File: src/rtl/pipeline_controller_if.sv
// pipeline_controller_if: bundles the datapath-facing signals of the
// pipeline control/hazard unit.
//   master : datapath side (drives instruction fields and stage specifiers)
//   slave  : controller side (drives stage control, forwarding and hazard lines)
interface pipeline_controller_if #(
  parameter int REG_W = 5
);
  // Instruction fields and branch compare result in D
  logic [5:0]       op;
  logic [5:0]       funct;
  logic             eq_d;
  // Register specifiers carried by the datapath pipeline registers
  logic [REG_W-1:0] rs_d;
  logic [REG_W-1:0] rt_d;
  logic [REG_W-1:0] rs_x;
  logic [REG_W-1:0] rt_x;
  logic [REG_W-1:0] rt_m;
  logic [REG_W-1:0] write_reg_x;
  logic [REG_W-1:0] write_reg_m;
  logic [REG_W-1:0] write_reg_w;
  // Stage control bits
  logic             mem_to_reg_w;
  logic             dmem_write_m;
  logic             reg_write_w;
  logic             alu_src_x;
  logic             reg_dest_x;
  logic [2:0]       alu_ctrl_x;
  logic [1:0]       result_src_x;
  // Multiply/divide unit control
  logic             md_start_x;
  logic             md_div_x;
  logic             md_busy;
  // Program-counter control
  logic             pc_src_d;
  logic             jump_d;
  // Hazard control
  logic             stall_f;
  logic             stall_d;
  logic             flush_x;
  logic             flush_d;
  logic [1:0]       fwd_a_x;
  logic [1:0]       fwd_b_x;
  logic             fwd_a_d;
  logic             fwd_b_d;
  logic             forward_w_m;

  modport master (
    output op, funct, eq_d, rs_d, rt_d, rs_x, rt_x, rt_m,
           write_reg_x, write_reg_m, write_reg_w,
    input  mem_to_reg_w, dmem_write_m, reg_write_w, alu_src_x, reg_dest_x,
           alu_ctrl_x, result_src_x, md_start_x, md_div_x, md_busy,
           pc_src_d, jump_d, stall_f, stall_d, flush_x, flush_d,
           fwd_a_x, fwd_b_x, fwd_a_d, fwd_b_d, forward_w_m
  );

  modport slave (
    input  op, funct, eq_d, rs_d, rt_d, rs_x, rt_x, rt_m,
           write_reg_x, write_reg_m, write_reg_w,
    output mem_to_reg_w, dmem_write_m, reg_write_w, alu_src_x, reg_dest_x,
           alu_ctrl_x, result_src_x, md_start_x, md_div_x, md_busy,
           pc_src_d, jump_d, stall_f, stall_d, flush_x, flush_d,
           fwd_a_x, fwd_b_x, fwd_a_d, fwd_b_d, forward_w_m
  );
endinterface

File: src/rtl/pipeline_controller.sv
// pipeline_controller: control decode and hazard unit for a 5-stage MIPS
// pipeline with a multi-cycle multiply/divide unit.
//   clk   : clock
//   reset : synchronous, active-high
//   bus   : pipeline_controller_if.slave -- instruction fields and stage
//           specifiers in; stage control, forwarding selects, stalls and
//           flushes out.
module pipeline_controller #(
  parameter int REG_W      = 5,
  parameter int MD_LATENCY = 4,
  parameter bit FWD_EN     = 1'b1,
  parameter bit DELAY_SLOT = 1'b1
) (
  input  logic                 clk,
  input  logic                 reset,
  pipeline_controller_if.slave bus
);
  localparam int              CNT_W   = $clog2(MD_LATENCY + 32'd1);
  localparam logic [CNT_W-1:0] MD_LOAD = CNT_W'(MD_LATENCY);
  localparam logic [CNT_W-1:0] CNT_ONE = CNT_W'(32'd1);
  localparam logic [CNT_W-1:0] CNT_ZERO = CNT_W'(32'd0);

  // A register match that can cause a hazard; $0 is hardwired and never one
  function automatic logic reg_hit(input logic [REG_W-1:0] src,
                                   input logic [REG_W-1:0] dst);
    return (src != {REG_W{1'b0}}) && (src == dst);
  endfunction

  // D-stage decode
  logic       reg_write_s, mem_to_reg_s, dmem_write_s, alu_src_s, reg_dest_s;
  logic       branch_s, jump_s, md_s, md_div_s, mf_s;
  logic [2:0] alu_ctrl_s;
  logic [1:0] result_src_s;
  // D-X register
  logic       reg_write_x_r, mem_to_reg_x_r, dmem_write_x_r, alu_src_x_r, reg_dest_x_r;
  logic       md_x_r, md_div_x_r;
  logic [2:0] alu_ctrl_x_r;
  logic [1:0] result_src_x_r;
  // X-M and M-W registers
  logic       reg_write_m_r, mem_to_reg_m_r, dmem_write_m_r;
  logic       reg_write_w_r, mem_to_reg_w_r;
  // Busy counter and hazard results
  logic [CNT_W-1:0] md_cnt_r;
  logic             busy_s, stall_s, pc_src_s, flush_d_s;
  logic             lu_stall_s, br_stall_s, md_stall_s, nf_stall_s;
  logic [1:0]       fwd_a_x_s, fwd_b_x_s;
  logic             fwd_a_d_s, fwd_b_d_s, fwd_w_m_s;

  // Main decoder: op/funct to D-stage control bits
  always_comb begin
    reg_write_s  = 1'b0;
    mem_to_reg_s = 1'b0;
    dmem_write_s = 1'b0;
    alu_src_s    = 1'b0;
    reg_dest_s   = 1'b0;
    branch_s     = 1'b0;
    jump_s       = 1'b0;
    md_s         = 1'b0;
    md_div_s     = 1'b0;
    mf_s         = 1'b0;
    alu_ctrl_s   = 3'b000;
    result_src_s = 2'b00;
    case (bus.op)
      6'h00: begin
        case (bus.funct)
          6'h20: begin reg_write_s = 1'b1; reg_dest_s = 1'b1; alu_ctrl_s = 3'b010; end
          6'h22: begin reg_write_s = 1'b1; reg_dest_s = 1'b1; alu_ctrl_s = 3'b110; end
          6'h24: begin reg_write_s = 1'b1; reg_dest_s = 1'b1; alu_ctrl_s = 3'b000; end
          6'h25: begin reg_write_s = 1'b1; reg_dest_s = 1'b1; alu_ctrl_s = 3'b001; end
          6'h2A: begin reg_write_s = 1'b1; reg_dest_s = 1'b1; alu_ctrl_s = 3'b111; end
          6'h18: md_s = 1'b1;
          6'h1A: begin md_s = 1'b1; md_div_s = 1'b1; end
          6'h10: begin mf_s = 1'b1; reg_write_s = 1'b1; reg_dest_s = 1'b1; result_src_s = 2'b01; end
          6'h12: begin mf_s = 1'b1; reg_write_s = 1'b1; reg_dest_s = 1'b1; result_src_s = 2'b10; end
          default: reg_write_s = 1'b0;
        endcase
      end
      6'h23: begin mem_to_reg_s = 1'b1; alu_src_s = 1'b1; reg_write_s = 1'b1; alu_ctrl_s = 3'b010; end
      6'h2B: begin dmem_write_s = 1'b1; alu_src_s = 1'b1; alu_ctrl_s = 3'b010; end
      6'h04: begin branch_s = 1'b1; alu_ctrl_s = 3'b110; end
      6'h08: begin alu_src_s = 1'b1; reg_write_s = 1'b1; alu_ctrl_s = 3'b010; end
      6'h02: jump_s = 1'b1;
      default: reg_write_s = 1'b0;
    endcase
  end

  assign busy_s = (md_cnt_r != CNT_ZERO);

  // Hazard detection: forwarding selects and the ORed stall sources
  always_comb begin
    fwd_a_x_s  = 2'b00;
    fwd_b_x_s  = 2'b00;
    fwd_a_d_s  = 1'b0;
    fwd_b_d_s  = 1'b0;
    fwd_w_m_s  = 1'b0;
    nf_stall_s = 1'b0;
    lu_stall_s = mem_to_reg_x_r &
                 (reg_hit(bus.rs_d, bus.write_reg_x) | reg_hit(bus.rt_d, bus.write_reg_x));
    // A branch resolves in D, so it needs its operands one stage earlier than X does
    br_stall_s = branch_s &
                 ((reg_write_x_r &
                   (reg_hit(bus.rs_d, bus.write_reg_x) | reg_hit(bus.rt_d, bus.write_reg_x))) |
                  (mem_to_reg_m_r &
                   (reg_hit(bus.rs_d, bus.write_reg_m) | reg_hit(bus.rt_d, bus.write_reg_m))));
    md_stall_s = (md_s | mf_s) & (busy_s | md_x_r);
    if (FWD_EN) begin
      if (reg_write_m_r && reg_hit(bus.rs_x, bus.write_reg_m)) begin
        fwd_a_x_s = 2'b10;
      end else if (reg_write_w_r && reg_hit(bus.rs_x, bus.write_reg_w)) begin
        fwd_a_x_s = 2'b01;
      end else begin
        fwd_a_x_s = 2'b00;
      end
      if (reg_write_m_r && reg_hit(bus.rt_x, bus.write_reg_m)) begin
        fwd_b_x_s = 2'b10;
      end else if (reg_write_w_r && reg_hit(bus.rt_x, bus.write_reg_w)) begin
        fwd_b_x_s = 2'b01;
      end else begin
        fwd_b_x_s = 2'b00;
      end
      fwd_a_d_s = reg_write_m_r & reg_hit(bus.rs_d, bus.write_reg_m);
      fwd_b_d_s = reg_write_m_r & reg_hit(bus.rt_d, bus.write_reg_m);
      fwd_w_m_s = dmem_write_m_r & reg_write_w_r & reg_hit(bus.rt_m, bus.write_reg_w);
    end else begin
      // Without bypass paths, hold D until every in-flight producer reaches W
      nf_stall_s = (reg_write_x_r &
                    (reg_hit(bus.rs_d, bus.write_reg_x) | reg_hit(bus.rt_d, bus.write_reg_x))) |
                   (reg_write_m_r &
                    (reg_hit(bus.rs_d, bus.write_reg_m) | reg_hit(bus.rt_d, bus.write_reg_m)));
    end
  end

  assign stall_s  = lu_stall_s | br_stall_s | md_stall_s | nf_stall_s;
  assign pc_src_s = branch_s & bus.eq_d & ~stall_s;
  assign flush_d_s = DELAY_SLOT ? 1'b0 : ((pc_src_s | jump_s) & ~stall_s);

  // D-X register; a stall inserts an all-zero bubble into X
  always_ff @(posedge clk) begin
    if (reset || stall_s) begin
      reg_write_x_r  <= 1'b0;
      mem_to_reg_x_r <= 1'b0;
      dmem_write_x_r <= 1'b0;
      alu_src_x_r    <= 1'b0;
      reg_dest_x_r   <= 1'b0;
      md_x_r         <= 1'b0;
      md_div_x_r     <= 1'b0;
      alu_ctrl_x_r   <= 3'b000;
      result_src_x_r <= 2'b00;
    end else begin
      reg_write_x_r  <= reg_write_s;
      mem_to_reg_x_r <= mem_to_reg_s;
      dmem_write_x_r <= dmem_write_s;
      alu_src_x_r    <= alu_src_s;
      reg_dest_x_r   <= reg_dest_s;
      md_x_r         <= md_s;
      md_div_x_r     <= md_div_s;
      alu_ctrl_x_r   <= alu_ctrl_s;
      result_src_x_r <= result_src_s;
    end
  end

  // X-M and M-W control registers
  always_ff @(posedge clk) begin
    if (reset) begin
      reg_write_m_r  <= 1'b0;
      mem_to_reg_m_r <= 1'b0;
      dmem_write_m_r <= 1'b0;
      reg_write_w_r  <= 1'b0;
      mem_to_reg_w_r <= 1'b0;
    end else begin
      reg_write_m_r  <= reg_write_x_r;
      mem_to_reg_m_r <= mem_to_reg_x_r;
      dmem_write_m_r <= dmem_write_x_r;
      reg_write_w_r  <= reg_write_m_r;
      mem_to_reg_w_r <= mem_to_reg_m_r;
    end
  end

  // Mult/div busy counter; a new issue reloads even if still counting
  always_ff @(posedge clk) begin
    if (reset) begin
      md_cnt_r <= CNT_ZERO;
    end else if (md_x_r) begin
      md_cnt_r <= MD_LOAD;
    end else if (busy_s) begin
      md_cnt_r <= md_cnt_r - CNT_ONE;
    end else begin
      md_cnt_r <= md_cnt_r;
    end
  end

  assign bus.mem_to_reg_w = mem_to_reg_w_r;
  assign bus.dmem_write_m = dmem_write_m_r;
  assign bus.reg_write_w  = reg_write_w_r;
  assign bus.alu_src_x    = alu_src_x_r;
  assign bus.reg_dest_x   = reg_dest_x_r;
  assign bus.alu_ctrl_x   = alu_ctrl_x_r;
  assign bus.result_src_x = result_src_x_r;
  assign bus.md_start_x   = md_x_r;
  assign bus.md_div_x     = md_div_x_r;
  assign bus.md_busy      = busy_s;
  assign bus.pc_src_d     = pc_src_s;
  assign bus.jump_d       = jump_s;
  assign bus.stall_f      = stall_s;
  assign bus.stall_d      = stall_s;
  assign bus.flush_x      = stall_s;
  assign bus.flush_d      = flush_d_s;
  assign bus.fwd_a_x      = fwd_a_x_s;
  assign bus.fwd_b_x      = fwd_b_x_s;
  assign bus.fwd_a_d      = fwd_a_d_s;
  assign bus.fwd_b_d      = fwd_b_d_s;
  assign bus.forward_w_m  = fwd_w_m_s;
endmodule

File: src/flat_wrapper.sv
// flat-port wrapper written by rule: the top's interface ports become plain ports
module pipeline_controller_flat 
#(
  parameter int REG_W      = 5,
  parameter int MD_LATENCY = 4,
  parameter bit FWD_EN     = 1'b1,
  parameter bit DELAY_SLOT = 1'b1
)
  (clk, reset, bus_op, bus_funct, bus_eq_d, bus_rs_d, bus_rt_d, bus_rs_x, bus_rt_x, bus_rt_m, bus_write_reg_x, bus_write_reg_m, bus_write_reg_w, bus_mem_to_reg_w, bus_dmem_write_m, bus_reg_write_w, bus_alu_src_x, bus_reg_dest_x, bus_alu_ctrl_x, bus_result_src_x, bus_md_start_x, bus_md_div_x, bus_md_busy, bus_pc_src_d, bus_jump_d, bus_stall_f, bus_stall_d, bus_flush_x, bus_flush_d, bus_fwd_a_x, bus_fwd_b_x, bus_fwd_a_d, bus_fwd_b_d, bus_forward_w_m);
  pipeline_controller_if #(.REG_W(REG_W)) bus_i ();
  input  logic clk;
  input  logic reset;
  input wire logic [$bits(bus_i.op)-1:0] bus_op;
  input wire logic [$bits(bus_i.funct)-1:0] bus_funct;
  input wire logic [$bits(bus_i.eq_d)-1:0] bus_eq_d;
  input wire logic [$bits(bus_i.rs_d)-1:0] bus_rs_d;
  input wire logic [$bits(bus_i.rt_d)-1:0] bus_rt_d;
  input wire logic [$bits(bus_i.rs_x)-1:0] bus_rs_x;
  input wire logic [$bits(bus_i.rt_x)-1:0] bus_rt_x;
  input wire logic [$bits(bus_i.rt_m)-1:0] bus_rt_m;
  input wire logic [$bits(bus_i.write_reg_x)-1:0] bus_write_reg_x;
  input wire logic [$bits(bus_i.write_reg_m)-1:0] bus_write_reg_m;
  input wire logic [$bits(bus_i.write_reg_w)-1:0] bus_write_reg_w;
  output wire logic [$bits(bus_i.mem_to_reg_w)-1:0] bus_mem_to_reg_w;
  output wire logic [$bits(bus_i.dmem_write_m)-1:0] bus_dmem_write_m;
  output wire logic [$bits(bus_i.reg_write_w)-1:0] bus_reg_write_w;
  output wire logic [$bits(bus_i.alu_src_x)-1:0] bus_alu_src_x;
  output wire logic [$bits(bus_i.reg_dest_x)-1:0] bus_reg_dest_x;
  output wire logic [$bits(bus_i.alu_ctrl_x)-1:0] bus_alu_ctrl_x;
  output wire logic [$bits(bus_i.result_src_x)-1:0] bus_result_src_x;
  output wire logic [$bits(bus_i.md_start_x)-1:0] bus_md_start_x;
  output wire logic [$bits(bus_i.md_div_x)-1:0] bus_md_div_x;
  output wire logic [$bits(bus_i.md_busy)-1:0] bus_md_busy;
  output wire logic [$bits(bus_i.pc_src_d)-1:0] bus_pc_src_d;
  output wire logic [$bits(bus_i.jump_d)-1:0] bus_jump_d;
  output wire logic [$bits(bus_i.stall_f)-1:0] bus_stall_f;
  output wire logic [$bits(bus_i.stall_d)-1:0] bus_stall_d;
  output wire logic [$bits(bus_i.flush_x)-1:0] bus_flush_x;
  output wire logic [$bits(bus_i.flush_d)-1:0] bus_flush_d;
  output wire logic [$bits(bus_i.fwd_a_x)-1:0] bus_fwd_a_x;
  output wire logic [$bits(bus_i.fwd_b_x)-1:0] bus_fwd_b_x;
  output wire logic [$bits(bus_i.fwd_a_d)-1:0] bus_fwd_a_d;
  output wire logic [$bits(bus_i.fwd_b_d)-1:0] bus_fwd_b_d;
  output wire logic [$bits(bus_i.forward_w_m)-1:0] bus_forward_w_m;
  assign bus_i.op = bus_op;
  assign bus_i.funct = bus_funct;
  assign bus_i.eq_d = bus_eq_d;
  assign bus_i.rs_d = bus_rs_d;
  assign bus_i.rt_d = bus_rt_d;
  assign bus_i.rs_x = bus_rs_x;
  assign bus_i.rt_x = bus_rt_x;
  assign bus_i.rt_m = bus_rt_m;
  assign bus_i.write_reg_x = bus_write_reg_x;
  assign bus_i.write_reg_m = bus_write_reg_m;
  assign bus_i.write_reg_w = bus_write_reg_w;
  assign bus_mem_to_reg_w = bus_i.mem_to_reg_w;
  assign bus_dmem_write_m = bus_i.dmem_write_m;
  assign bus_reg_write_w = bus_i.reg_write_w;
  assign bus_alu_src_x = bus_i.alu_src_x;
  assign bus_reg_dest_x = bus_i.reg_dest_x;
  assign bus_alu_ctrl_x = bus_i.alu_ctrl_x;
  assign bus_result_src_x = bus_i.result_src_x;
  assign bus_md_start_x = bus_i.md_start_x;
  assign bus_md_div_x = bus_i.md_div_x;
  assign bus_md_busy = bus_i.md_busy;
  assign bus_pc_src_d = bus_i.pc_src_d;
  assign bus_jump_d = bus_i.jump_d;
  assign bus_stall_f = bus_i.stall_f;
  assign bus_stall_d = bus_i.stall_d;
  assign bus_flush_x = bus_i.flush_x;
  assign bus_flush_d = bus_i.flush_d;
  assign bus_fwd_a_x = bus_i.fwd_a_x;
  assign bus_fwd_b_x = bus_i.fwd_b_x;
  assign bus_fwd_a_d = bus_i.fwd_a_d;
  assign bus_fwd_b_d = bus_i.fwd_b_d;
  assign bus_forward_w_m = bus_i.forward_w_m;
  pipeline_controller #(.REG_W(REG_W), .MD_LATENCY(MD_LATENCY), .FWD_EN(FWD_EN), .DELAY_SLOT(DELAY_SLOT)) u_core (.clk(clk), .reset(reset), .bus(bus_i));
endmodule
File: config.mk
export PLATFORM = sky130hd
export DESIGN_NAME = pipeline_controller_flat
export DESIGN_NICKNAME = d
export VERILOG_FILES = /design/src/rtl/pipeline_controller_if.sv /design/src/rtl/pipeline_controller.sv /design/src/flat_wrapper.sv
export SDC_FILE = /design/constraint.sdc
export NUM_CORES = 1
export LEC_CHECK = 0
export BUFFER_PORTS_ARGS = -buffer_cell sky130_fd_sc_hd__buf_2
export CAP_MARGIN = 20
export CORE_MARGIN = 2
export CORE_UTILIZATION = 40
export CTS_CLUSTER_DIAMETER = 30
export CTS_CLUSTER_SIZE = 40
export DETAILED_ROUTE_END_ITERATION = 8
export PLACE_DENSITY = 0.85
export SLEW_MARGIN = 5
export SYNTH_ARGS = -nofsm -noshare
export SYNTH_HDL_FRONTEND = slang
export SYNTH_SLANG_ARGS = --single-unit
File: constraint.sdc
create_clock -name clk -period 2.13 [get_ports clk]
set_input_delay 0.426 -clock clk [delete_from_list [all_inputs] [get_ports clk]]
set_output_delay 0.426 -clock clk [all_outputs]
set_load 0.02 [all_outputs]
==> parameters.txt, run 1 <==
Parameter                              Value

Outcome
  Result of the run    finished with violations
  Violated checks    negative setup slack

Floorplan
  Standard cell core area    3720 um2
  Number of placed I/O pins    81
  Die outline width    66.7 um
  Standard-cell rows    22
  Die span in y    66.7 um
  Initial Util    0.424
  Total die area    4450 um2

STA
  Post-layout min period    2.26 ns
  Worst setup skew after layout    0.00110 ns
  Number of pins with negative max-slew slack in the final report    0
  Setup violation total in the final timing report    5
  Final sum of negative setup slack    -0.477 ns
  Worst Hold Margin    0.441 ns
  Max Clk Rate    0.443 GHz
  Final period util    1.06
  Unrepaired setup endpoints after global routing    true
  Final Hold Viols    0
  Worst Setup Slack, final    -0.130 ns

Clocking
  Clock Sinks    20
  Maximum count of clock buffers along a single path    2
  CTS tree    yes
  Clock-pin slew of the registers on the worst-case setup and hold paths    0.07 ns
  TritonCTS buffer count    3
  Clock latency reported for the late side of the worst-skew pair    0.25 ns
  Root buffer cell    sky130_fd_sc_hd__clkbuf_8
  H-tree lvl count    1

Route
  Detailed Route Iter0 Violations    129
  Number of nets with antenna violations after routing    0
  DR vias    1883
  Vias per Instance    5.29
  Final wirelength    5490 um
  Number of remaining DRC errors    0
  Pre-antenna DRT Iters    4
  Routed length per placed instance    15.4 um

GRT
  Maximum number of pins on one net before global-route repair    17
  First-pass GRT wire length    7690 um
  Vias in the first global route    1810
  Initial antenna violation count    0
  Tot GR Track Use    0.226
  Total congestion overflow after global routing    0

Layout
  Post-route insts no fill    356
  Leading cell types in the layout, fill and taps excluded    65 x sky130_fd_sc_hd__buf_2, 43 x sky130_fd_sc_hd__buf_4, 28 x sky130_fd_sc_hd__xnor2_1
  Most frequent standard cell in the layout excluding fill and tap cells    sky130_fd_sc_hd__buf_2
  Count of fill cells added during filler insertion    259
  Antenna cell count    0
  Proportion of layout cells with a drive suffix above 1    0.490
  Cell area after layout    2560 um2
  Net count of the finished layout    367
  Layout area overhead    62.9%

Place
  Post-detailed-placement half-perimeter wirelength    3710 um
  Placement Cell Area    2270 um2
  PortBufs    79
  Placed instance count    343
  Final weighted congestion in routability-driven placement    0.830

Setup path
  End of the worst register-to-register path    u_core.reg_write_x_r
  Reg-to-reg startpoint    u_core.md_cnt_r[0]
  Crit. End Element    primary output
  Worst-case register-to-register setup slack    0.55 ns
  Chain of cells forming the critical path    buf_2 > xor2_1 > nor3_1 > and4_4 > o211a_4 > or3_4 > buf_6
  Endpoint arrival time on the critical path    1.83 ns
  Count of cells along the worst register-to-register path    8
  Maximum net fanout on the critical path    3
  Biggest cell delay along the critical path    0.40 ns
  Cell count along the critical path    7
  Number of buffers and inverters on the critical path    2
  Required time worst endpoint    1.70 ns
  Type of the worst setup path    in2out
  Critical-path cell with the highest stage delay    sky130_fd_sc_hd__or3_4
  Top Family by Delay on Critical Path    simple AND/OR/NAND/NOR gates
  Type of element launching the critical path    input port

Worst hold path
  Number of cells traversed by the worst hold path    1
  Worst hold path type    reg2reg
  Worst min-delay path startpoint    u_core.dmem_write_x_r
  Worst Hold Endpoint    u_core.bus.dmem_write_m

Yosys
  Number of distinct standard cells referenced by the synthesized netlist    41
  Top flip-flop cell by instance count after synthesis    sky130_fd_sc_hd__dfxtp_1
  Share of flip-flops with an asynchronous set or reset    0
  Synth Register Bits    20
  Number of synthesized flops with an enable pin    0
  Synthesis warning total    0
  Sequential element share of the synthesized area    0.254
  Post-Syn Area    1570 um2
  Net count of the mapped netlist    249
  Post-synthesis instance total    191
  Average cell area after synthesis    8.24 um2

Pwr
  PwrDens    470 nW/um2
  Total power draw    1.21 mW
  Static leakage    1.20 nW
  Maximum VDD drop    0.429 mV

Flow run
  Max Cap Violations    0
-- cell type report --
type,count,area (um2),share of cell area
sequential,20,403,0.157
timing repair buffer,120,791,0.308
multi-input combinational,157,1230,0.479
clock buffer,4,55.1,0.0215
tap,48,60.1,0.0234
inverter,7,26.3,0.0102
-- cells by family after synthesis --
logic type | share of synthesized area
other | 0.00238
and+or+nand+nor | 0.342
buffers and inverters | 0.0421
DFF | 0.254
xor gates and xnor gates | 0.256
adders and majority gates | 0.0238
AOI/OAI and AO/OA | 0.0795
-- worst max path at each step --
stage	end	start
after floorplan	bus_fwd_a_x[0]	bus_rs_x[0]
after global placement	bus_flush_x	bus_rt_d[1]
after detailed placement	bus_stall_d	bus_rt_d[1]
after CTS	bus_stall_d	bus_rs_d[3]
after global routing	bus_pc_src_d	bus_rt_d[4]
final	bus_stall_d	bus_write_reg_m[2]
-- flip-flops by register name, indices dropped and copies added, names as in the netlist --
name and flops:
u_core.bus.md_div_x 1, u_core.bus.dmem_write_m 1, u_core.mem_to_reg_x_r 1, u_core.bus.alu_src_x 1, u_core.mem_to_reg_m_r 1, u_core.bus.reg_write_w 1, u_core.md_cnt_r 3, u_core.reg_write_m_r 1
u_core.reg_write_x_r 1, u_core.bus.alu_ctrl_x 3, u_core.bus.reg_dest_x 1, u_core.bus.mem_to_reg_w 1, u_core.dmem_write_x_r 1, u_core.bus.md_start_x 1, u_core.bus.result_src_x 2
-- cells in the mapped netlist, types with 3 or more instances --
cell,instances,share of area
sky130_fd_sc_hd__and3_1,3,0.012
sky130_fd_sc_hd__and4b_1,3,0.019
sky130_fd_sc_hd__buf_4,3,0.014
sky130_fd_sc_hd__dfxtp_1,20,0.25
sky130_fd_sc_hd__ha_1,3,0.024
sky130_fd_sc_hd__inv_1,7,0.017
sky130_fd_sc_hd__nand2_1,8,0.019
sky130_fd_sc_hd__nand3_1,7,0.022
sky130_fd_sc_hd__nand4_1,6,0.024
sky130_fd_sc_hd__nor2_1,15,0.036
sky130_fd_sc_hd__nor2b_1,7,0.028
sky130_fd_sc_hd__nor3_1,12,0.038
sky130_fd_sc_hd__nor4_1,13,0.052
sky130_fd_sc_hd__o21ai_0,3,0.0095
sky130_fd_sc_hd__or3_1,3,0.012
sky130_fd_sc_hd__xnor2_1,29,0.16
sky130_fd_sc_hd__xor2_1,17,0.095
-- timing repair --
action,in CTS,in global routing
pin swaps,11,14
buffers inserted,4,6
endpoints found under the hold margin,0,0
hold buffers,0,0
gates resized for setup,29,19
setup endpoints to repair,6,6
-- metal layers --
metal	wire (um)	global-route usage	vias to the layer above	share of wire
li1	-	-	916	-
met1	2190	0.241	859	0.40
met2	2730	0.424	100	0.50
met3	476	0.0405	8	0.087
met4	92	0.105	0	0.017
met5	0	0	-	0
-- through the flow --
| stage | setup WS [ns] | utilization |
|---|---|---|
| floorplan | -0.00156 | - |
| global placement | -0.0549 | 0.610 |
| finish | -0.130 | 0.690 |
| detailed placement | -0.102 | 0.610 |
| CTS | -0.0722 | 0.664 |
| global route | -0.137 | 0.690 |
-- report_power, final --
| part | switching (mW) | leakage, nW | internal [mW] |
|---|---|---|---|
| combinational | 0.255 | 1.00 | 0.262 |
| clock | 0.119 | 0.0288 | 0.164 |
| sequential | 0.0112 | 0.162 | 0.395 |
| total | 0.385 | 1.20 | 0.821 |
No activity file was read; power rests on OpenSTA's default activity.
==> run 2, diff against run 1 <==
Settings changed: CORE_ASPECT_RATIO set to 1.5.
==> parameters.txt, run 2 (synthesis gave the netlist of run 1 again) <==
Parameter                              Value

Place
  Post-detailed-placement half-perimeter wirelength    3940 um (+6.2%)
  Pre-CTS setup slack    -0.0872 ns (+0.0148 ns)
  Placement Cell Area    2280 um2 (+0.39%)
  Placed instance count    340 (-0.87%)
  PortBufs    79 (unchanged)
  Final weighted congestion in routability-driven placement    0.916 (+10%)

Worst hold path
  Worst hold path type    reg2reg
  Worst min-delay path startpoint    u_core.dmem_write_x_r
  Worst Hold Endpoint    u_core.bus.dmem_write_m
  Number of cells traversed by the worst hold path    1 (unchanged)

Clocking
  CTS tree    yes
  TritonCTS buffer count    3 (unchanged)
  Post-cts hold buffer count    0 (unchanged)
  Root buffer cell    sky130_fd_sc_hd__clkbuf_8
  Clock Sinks    20 (unchanged)
  Maximum count of clock buffers along a single path    2 (unchanged)
  Clock-pin slew of the registers on the worst-case setup and hold paths    0.07 ns (about the same)
  H-tree lvl count    1 (unchanged)
  Clock latency reported for the late side of the worst-skew pair    0.25 ns (about the same)

STA
  Post-layout min period    2.18 ns (-0.0810 ns)
  Worst setup skew after layout    0.00135 ns (+0.000241 ns)
  Number of pins with negative max-slew slack in the final report    0 (unchanged)
  Final Hold Viols    0 (unchanged)
  Setup violation total in the final timing report    4 (-1)
  Final period util    1.02 (-0.0380)
  Worst Setup Slack, final    -0.0486 ns (+0.0810 ns)
  Max Clk Rate    0.459 GHz (+3.7%)
  Unrepaired setup endpoints after global routing    true

Setup path
  Endpoint arrival time on the critical path    1.75 ns (-0.08 ns)
  Worst-case register-to-register setup slack    0.37 ns (-0.18 ns)
  Count of cells along the worst register-to-register path    8 (unchanged)
  Crit. End Element    primary output
  Required time worst endpoint    1.70 ns (about the same)
  Reg-to-reg startpoint    u_core.md_cnt_r[0]
  Type of the worst setup path    reg2out
  Maximum net fanout on the critical path    3 (unchanged)
  Type of element launching the critical path    flip-flop
  End of the worst register-to-register path    u_core.bus.result_src_x[1]

Layout
  Leading cell types in the layout, fill and taps excluded    62 x sky130_fd_sc_hd__buf_2, 40 x sky130_fd_sc_hd__buf_4, 28 x sky130_fd_sc_hd__xnor2_1
  Most frequent standard cell in the layout excluding fill and tap cells    sky130_fd_sc_hd__buf_2
  Layout area overhead    66.5%
  Proportion of layout cells with a drive suffix above 1    0.498 (+0.00811)
  Antenna cell count    0 (unchanged)
  Net count of the finished layout    366 (-0.27%)
  Count of fill cells added during filler insertion    274 (+5.8%)
  Cell area after layout    2620 um2 (+2.2%)
  Post-route insts no fill    350 (-1.7%)
  Share of the core filled with cells    0.705 (+0.0152)

Floorplan
  Initial Util    0.424 (unchanged)
  Standard-cell rows    27 (+23%)
  Total die area    4460 um2 (+0.23%)
  Standard cell core area    3720 um2 (unchanged)
  Number of placed I/O pins    81 (unchanged)
  Die span in y    80.8 um (+21%)
  Die outline width    55.2 um (-17%)

Pwr
  Internal Power    0.926 mW (+13%)
  Total power draw    1.32 mW (+9.5%)
  Portion of total power attributed to combinational logic    0.409 (-0.019)
  Switching power total    0.394 mW (+2.5%)
  Static leakage    1.21 nW (+0.96%)
  Sw Ratio    0.299 (-0.0204)
  PwrDens    504 nW/um2 (+7.2%)
  Reg power frac    0.310 (-0.027)
  Maximum VDD drop    0.435 mV (+1.3%)
  Relative contribution of the clock network to total power    0.280 (+0.045)

GRT
  First-pass GRT wire length    8050 um (+4.6%)
  GRT met1 Usage    0.231 (-0.00981)
  Maximum number of pins on one net before global-route repair    17 (unchanged)
  Tot GR Track Use    0.221 (-0.00469)
  Initial antenna violation count    0 (unchanged)
  Met3 usage    0.0255 (-0.0151)
  Layer carrying the most global-route usage    met2
  GR met2 Demand/Resource    0.451 (+0.0274)
  Vias in the first global route    1835 (+1.4%)
  Total congestion overflow after global routing    0 (unchanged)

Route
  Number of remaining DRC errors    0 (unchanged)
  Final wirelength    5350 um (-2.6%)
  Routed length per placed instance    15.3 um (-0.95%)
  Pre-antenna DRT Iters    5 (+1)
  Detailed Route Iter0 Violations    71 (-45%)
  Number of nets with antenna violations after routing    0 (unchanged)
  Vias per Instance    5.40 (+2.1%)
  DR vias    1891 (+0.42%)

Outcome
  Violated checks    negative setup slack
  Result of the run    finished with violations

Flow run
  Max Cap Violations    0 (unchanged)
## run 2: changes by cell type in the layout (fill, tap and decap cells not counted), sizes merged
| cell | delta |
|---|---|
| buf | -1 |
| bufinv | +1 |
| clkbuf | -1 |
## run 2: how the worst max path moves through the flow
stage                                end  cells after the start  slack [ns]                from
final                        bus_flush_x                      7       -0.05  u_core.md_cnt_r[0]
after floorplan           bus_fwd_a_x[0]                      4      -0.002         bus_rs_x[0]
after detailed placement     bus_flush_x                      7       -0.09         bus_rt_d[1]
after CTS                    bus_flush_x                      7       -0.05         bus_rs_d[4]
after global placement       bus_flush_x                      7       -0.07         bus_rt_d[1]
after global routing         bus_flush_x                      7       -0.08  u_core.md_cnt_r[0]
## run 2: routing by layer
layer	part of all wire	routed length, um
met1	0.36	1930
met2	0.56	3000
met3	0.056	298
met4	0.023	125
met5	0	0
## run 2: critical path, stage by stage, from the launching register on
cell and delay [ns]:
sky130_fd_sc_hd__dfxtp_2 0.34, sky130_fd_sc_hd__inv_2 0.07, sky130_fd_sc_hd__ha_4 0.14, sky130_fd_sc_hd__ha_4 0.14, sky130_fd_sc_hd__inv_4 0.03, sky130_fd_sc_hd__o211a_1 0.23, sky130_fd_sc_hd__or3_4 0.41, sky130_fd_sc_hd__buf_6 0.15
## run 2: final cells by class
| type | count | area (um2) | area share |
|---|---|---|---|
| Multi-Input combinational cell | 157 | 1250 | 0.477 |
| Tap cell | 43 | 53.8 | 0.0205 |
| Timing Repair Buffer | 119 | 813 | 0.310 |
| Sequential cell | 20 | 403 | 0.154 |
| Inverter | 7 | 28.8 | 0.0110 |
| Clock inverter | 1 | 30.0 | 0.0115 |
| Clock buffer | 3 | 41.3 | 0.0158 |
## run 2: metrics by stage
stage	hold slack (ns)	TNS (ns)
after floorplan	0.414	-0.00156
after CTS	0.459	-0.166
after detailed placement	0.448	-0.293
after global routing	0.477	-0.355
after global placement	0.426	-0.218
final	0.454	-0.162
## run 2: power groups by stage
stage,Sequential (mW),Combinational (mW),Clock [mW]
4_1_cts,0.407,0.473,0.373
3_3_place_gp,0.409,0.400,0
3_5_place_dp,0.411,0.410,0
5_1_grt,0.411,0.591,0.392
2_1_floorplan,0.409,0.223,0
6_report,0.409,0.540,0.370
## run 2: repair_timing
| item | CTS | global route |
|---|---|---|
| endpoints found under the hold margin | 0 | 0 |
| buffers inserted | 5 | 3 |
| endpoints found under the setup margin | 5 | 6 |
| pin swaps | 20 | 12 |
| resized for setup | 41 | 18 |
==> run 3, diff against run 2 <==
Settings changed: ABC_AREA set to 1, PLACE_DENSITY 0.85 to 0.83.
==> parameters.txt, run 3 <==
Parameter                              Value

STA
  Number of pins with negative max-slew slack in the final report    0 (unchanged)
  Final sum of negative setup slack    0 ns (+0.162 ns)
  Max Clk Rate    0.491 GHz (+7.0%)
  Final period util    0.956 (-0.0672)
  Setup violation total in the final timing report    0 (-4)
  Final Hold Viols    0 (unchanged)
  Unrepaired setup endpoints after global routing    false
  Worst Hold Margin    0.406 ns (-0.0473 ns)
  Worst setup skew after layout    0.00270 ns (+0.00135 ns)
  Post-layout min period    2.04 ns (-0.143 ns)

Clocking
  Maximum count of clock buffers along a single path    2 (unchanged)
  Clock-pin slew of the registers on the worst-case setup and hold paths    0.08 ns (about the same)
  CTS tree    yes
  Clock Sinks    20 (unchanged)
  Clock latency reported for the late side of the worst-skew pair    0.26 ns (about the same)
  Root buffer cell    sky130_fd_sc_hd__clkbuf_8
  TritonCTS buffer count    3 (unchanged)
  H-tree lvl count    1 (unchanged)

GRT
  Tot GR Track Use    0.190 (-0.0312)
  Maximum number of pins on one net before global-route repair    13 (-4)
  Vias in the first global route    1817 (-0.98%)
  Initial antenna violation count    0 (unchanged)
  Total congestion overflow after global routing    0 (unchanged)
  First-pass GRT wire length    7390 um (-8.2%)

Route
  Number of nets with antenna violations after routing    0 (unchanged)
  Detailed Route Iter0 Violations    118 (+66%)
  Sum of routed wire segments on met1    1710 um (-11%)
  Routed length per placed instance    11.6 um (-24%)
  Max Used Layer    met4
  Number of remaining DRC errors    0 (unchanged)
  Met2 routed wirelength    2350 um (-22%)
  DR vias    1977 (+4.5%)
  Vias per Instance    5.02 (-7.1%)
  Pre-antenna DRT Iters    4 (-1)
  Final wirelength    4560 um (-15%)
  Detailed-routed wire length on met3    358 um (+20%)

Floorplan
  Number of placed I/O pins    81 (unchanged)
  Standard cell core area    3990 um2 (+7.5%)
  Total die area    4770 um2 (+6.8%)
  Die span in y    83.6 um (+3.4%)
  Standard-cell rows    28 (+3.7%)
  Initial Util    0.423 (-0.000950)
  Die outline width    57.0 um (+3.3%)

Pwr
  Total power draw    1.24 mW (-5.9%)
  Maximum VDD drop    0.396 mV (-8.9%)
  Static leakage    1.24 nW (+3.0%)
  PwrDens    543 nW/um2 (+7.7%)

Yosys
  Top flip-flop cell by instance count after synthesis    sky130_fd_sc_hd__dfxtp_1
  Net count of the mapped netlist    322 (+29%)
  Sequential element share of the synthesized area    0.237 (-0.0172)
  Top post-synthesis cells by area    sky130_fd_sc_hd__dfxtp_1 24%, sky130_fd_sc_hd__inv_1 11%, sky130_fd_sc_hd__nand2_1 11%
  Cell taking the most area after synthesis    sky130_fd_sc_hd__dfxtp_1
  Synth Register Bits    20 (unchanged)
  Post-Syn Area    1690 um2 (+7.2%)
  Synthesis warning total    0 (unchanged)
  Number of synthesized flops with an enable pin    0 (unchanged)
  Share of flip-flops with an asynchronous set or reset    0 (unchanged)
  Top cells by instance count after synthesis    51 x sky130_fd_sc_hd__inv_1, 51 x sky130_fd_sc_hd__nand2_1, 43 x sky130_fd_sc_hd__nor2_1, 20 x sky130_fd_sc_hd__dfxtp_1, 12 x sky130_fd_sc_hd__xor2_1
  Post-synthesis instance total    264 (+38%)
  Average cell area after synthesis    6.39 um2 (-22%)
  Area fraction of the dominant cell type after synthesis    0.237 (-0.0172)
  Number of distinct standard cells referenced by the synthesized netlist    37 (-9.8%)

Place
  PortBufs    79 (unchanged)
  Placement Cell Area    2170 um2 (-4.7%)
  Post-detailed-placement half-perimeter wirelength    3760 um (-4.5%)
  Final weighted congestion in routability-driven placement    0.961 (+4.9%)

Setup path
  Type of the worst setup path    reg2out
  Reg-to-reg startpoint    u_core.md_cnt_r[0]
  Count of cells along the worst register-to-register path    10 (+2)
  Worst-case register-to-register setup slack    0.60 ns (+0.23 ns)
  Required time worst endpoint    1.70 ns (about the same)
  Maximum net fanout on the critical path    4 (+1)
  Endpoint arrival time on the critical path    1.61 ns (-0.14 ns)
  Launching instance or port of the critical path    u_core.md_cnt_r[0]
  Crit. End Element    primary output
  End of the worst register-to-register path    u_core.bus.result_src_x[1]
  Termination of the worst setup path    bus_pc_src_d
  Type of element launching the critical path    flip-flop

Layout
  Leading cell types in the layout, fill and taps excluded    78 x sky130_fd_sc_hd__buf_2, 51 x sky130_fd_sc_hd__inv_1, 50 x sky130_fd_sc_hd__nand2_1
  Antenna cell count    0 (unchanged)
  Cell area after layout    2290 um2 (-13%)
  Proportion of layout cells with a drive suffix above 1    0.318 (-0.180)
  Most frequent standard cell in the layout excluding fill and tap cells    sky130_fd_sc_hd__buf_2
  Net count of the finished layout    408 (+11%)
  Layout area overhead    35.6%

Flow run
  Max Cap Violations    0 (unchanged)

Outcome
  Result of the run    finished clean

Worst hold path
  Worst hold path type    in2reg
-- run 3: cell type report --
type,instances,area (um2)
fill,399,1710
multi-input combinational,188,1120
timing repair buffer,85,447
sequential,20,400
inverter,52,195
tap,45,56.3
clock buffer,3,41.3
clock inverter,1,30.0
-- run 3: routing by layer --
metal,global-route usage,up-vias
li1,-,1013
met1,0.205,852
met2,0.351,99
met3,0.0264,13
met4,0.0846,0
met5,0,-
-- run 3: worst min-delay path by stage --
stage	cells past startpoint	endpoint	from
after global routing	2	u_core.bus.dmem_write_m	reset
after global placement	2	u_core.bus.dmem_write_m	u_core.dmem_write_x_r
after floorplan	2	u_core.bus.dmem_write_m	u_core.dmem_write_x_r
final	2	u_core.bus.dmem_write_m	reset
after detailed placement	2	u_core.bus.dmem_write_m	u_core.dmem_write_x_r
after CTS	2	u_core.bus.dmem_write_m	reset
-- run 3: timing repair --
action | CTS | global route
resized for setup | 6 | 3
pin swaps | 2 | 1
setup buffers | 1 | 0
setup endpoints to repair | 4 | 4
hold buffers | 0 | 0
-- run 3: critical path, cell delays in order (launching register included) --
cell and delay [ns]:
sky130_fd_sc_hd__dfxtp_1 0.32, sky130_fd_sc_hd__inv_1 0.10, sky130_fd_sc_hd__ha_4 0.15, sky130_fd_sc_hd__ha_4 0.12, sky130_fd_sc_hd__inv_1 0.05, sky130_fd_sc_hd__o21ai_2 0.12, sky130_fd_sc_hd__nor2_2 0.06, sky130_fd_sc_hd__a21oi_4 0.14
sky130_fd_sc_hd__nand2_4 0.08, sky130_fd_sc_hd__nor2_4 0.08, sky130_fd_sc_hd__buf_6 0.11
-- run 3: kinds of logic (layout without fill, tap and decap cells) --
kind of cell | Yosys count | after routing | synth area share
compound gates | 34 | 34 | 0.136
xor+xnor | 21 | 21 | 0.109
fa+ha+maj | 3 | 3 | 0.0222
buf+inv | 56 | 141 | 0.133
flops | 20 | 20 | 0.237
other cells | 1 | 1 | 0.00222
simple gates | 129 | 129 | 0.360
-- run 3: power breakdown --
part / internal (mW) / switching [mW]
registers: 0.396 / 0.0108
clock network: 0.251 / 0.133
logic: 0.201 / 0.250
-- run 3: per-stage QoR --
stage | cells | utilization | worst slack, ns
finish | 394 | 0.573 | 0.0944
global route | 394 | 0.573 | 0.00491
CTS | 394 | 0.567 | 0.00749
detailed placement | 389 | 0.543 | 0.131
global placement | 389 | 0.543 | 0.142
floorplan | 264 | - | 0.0148
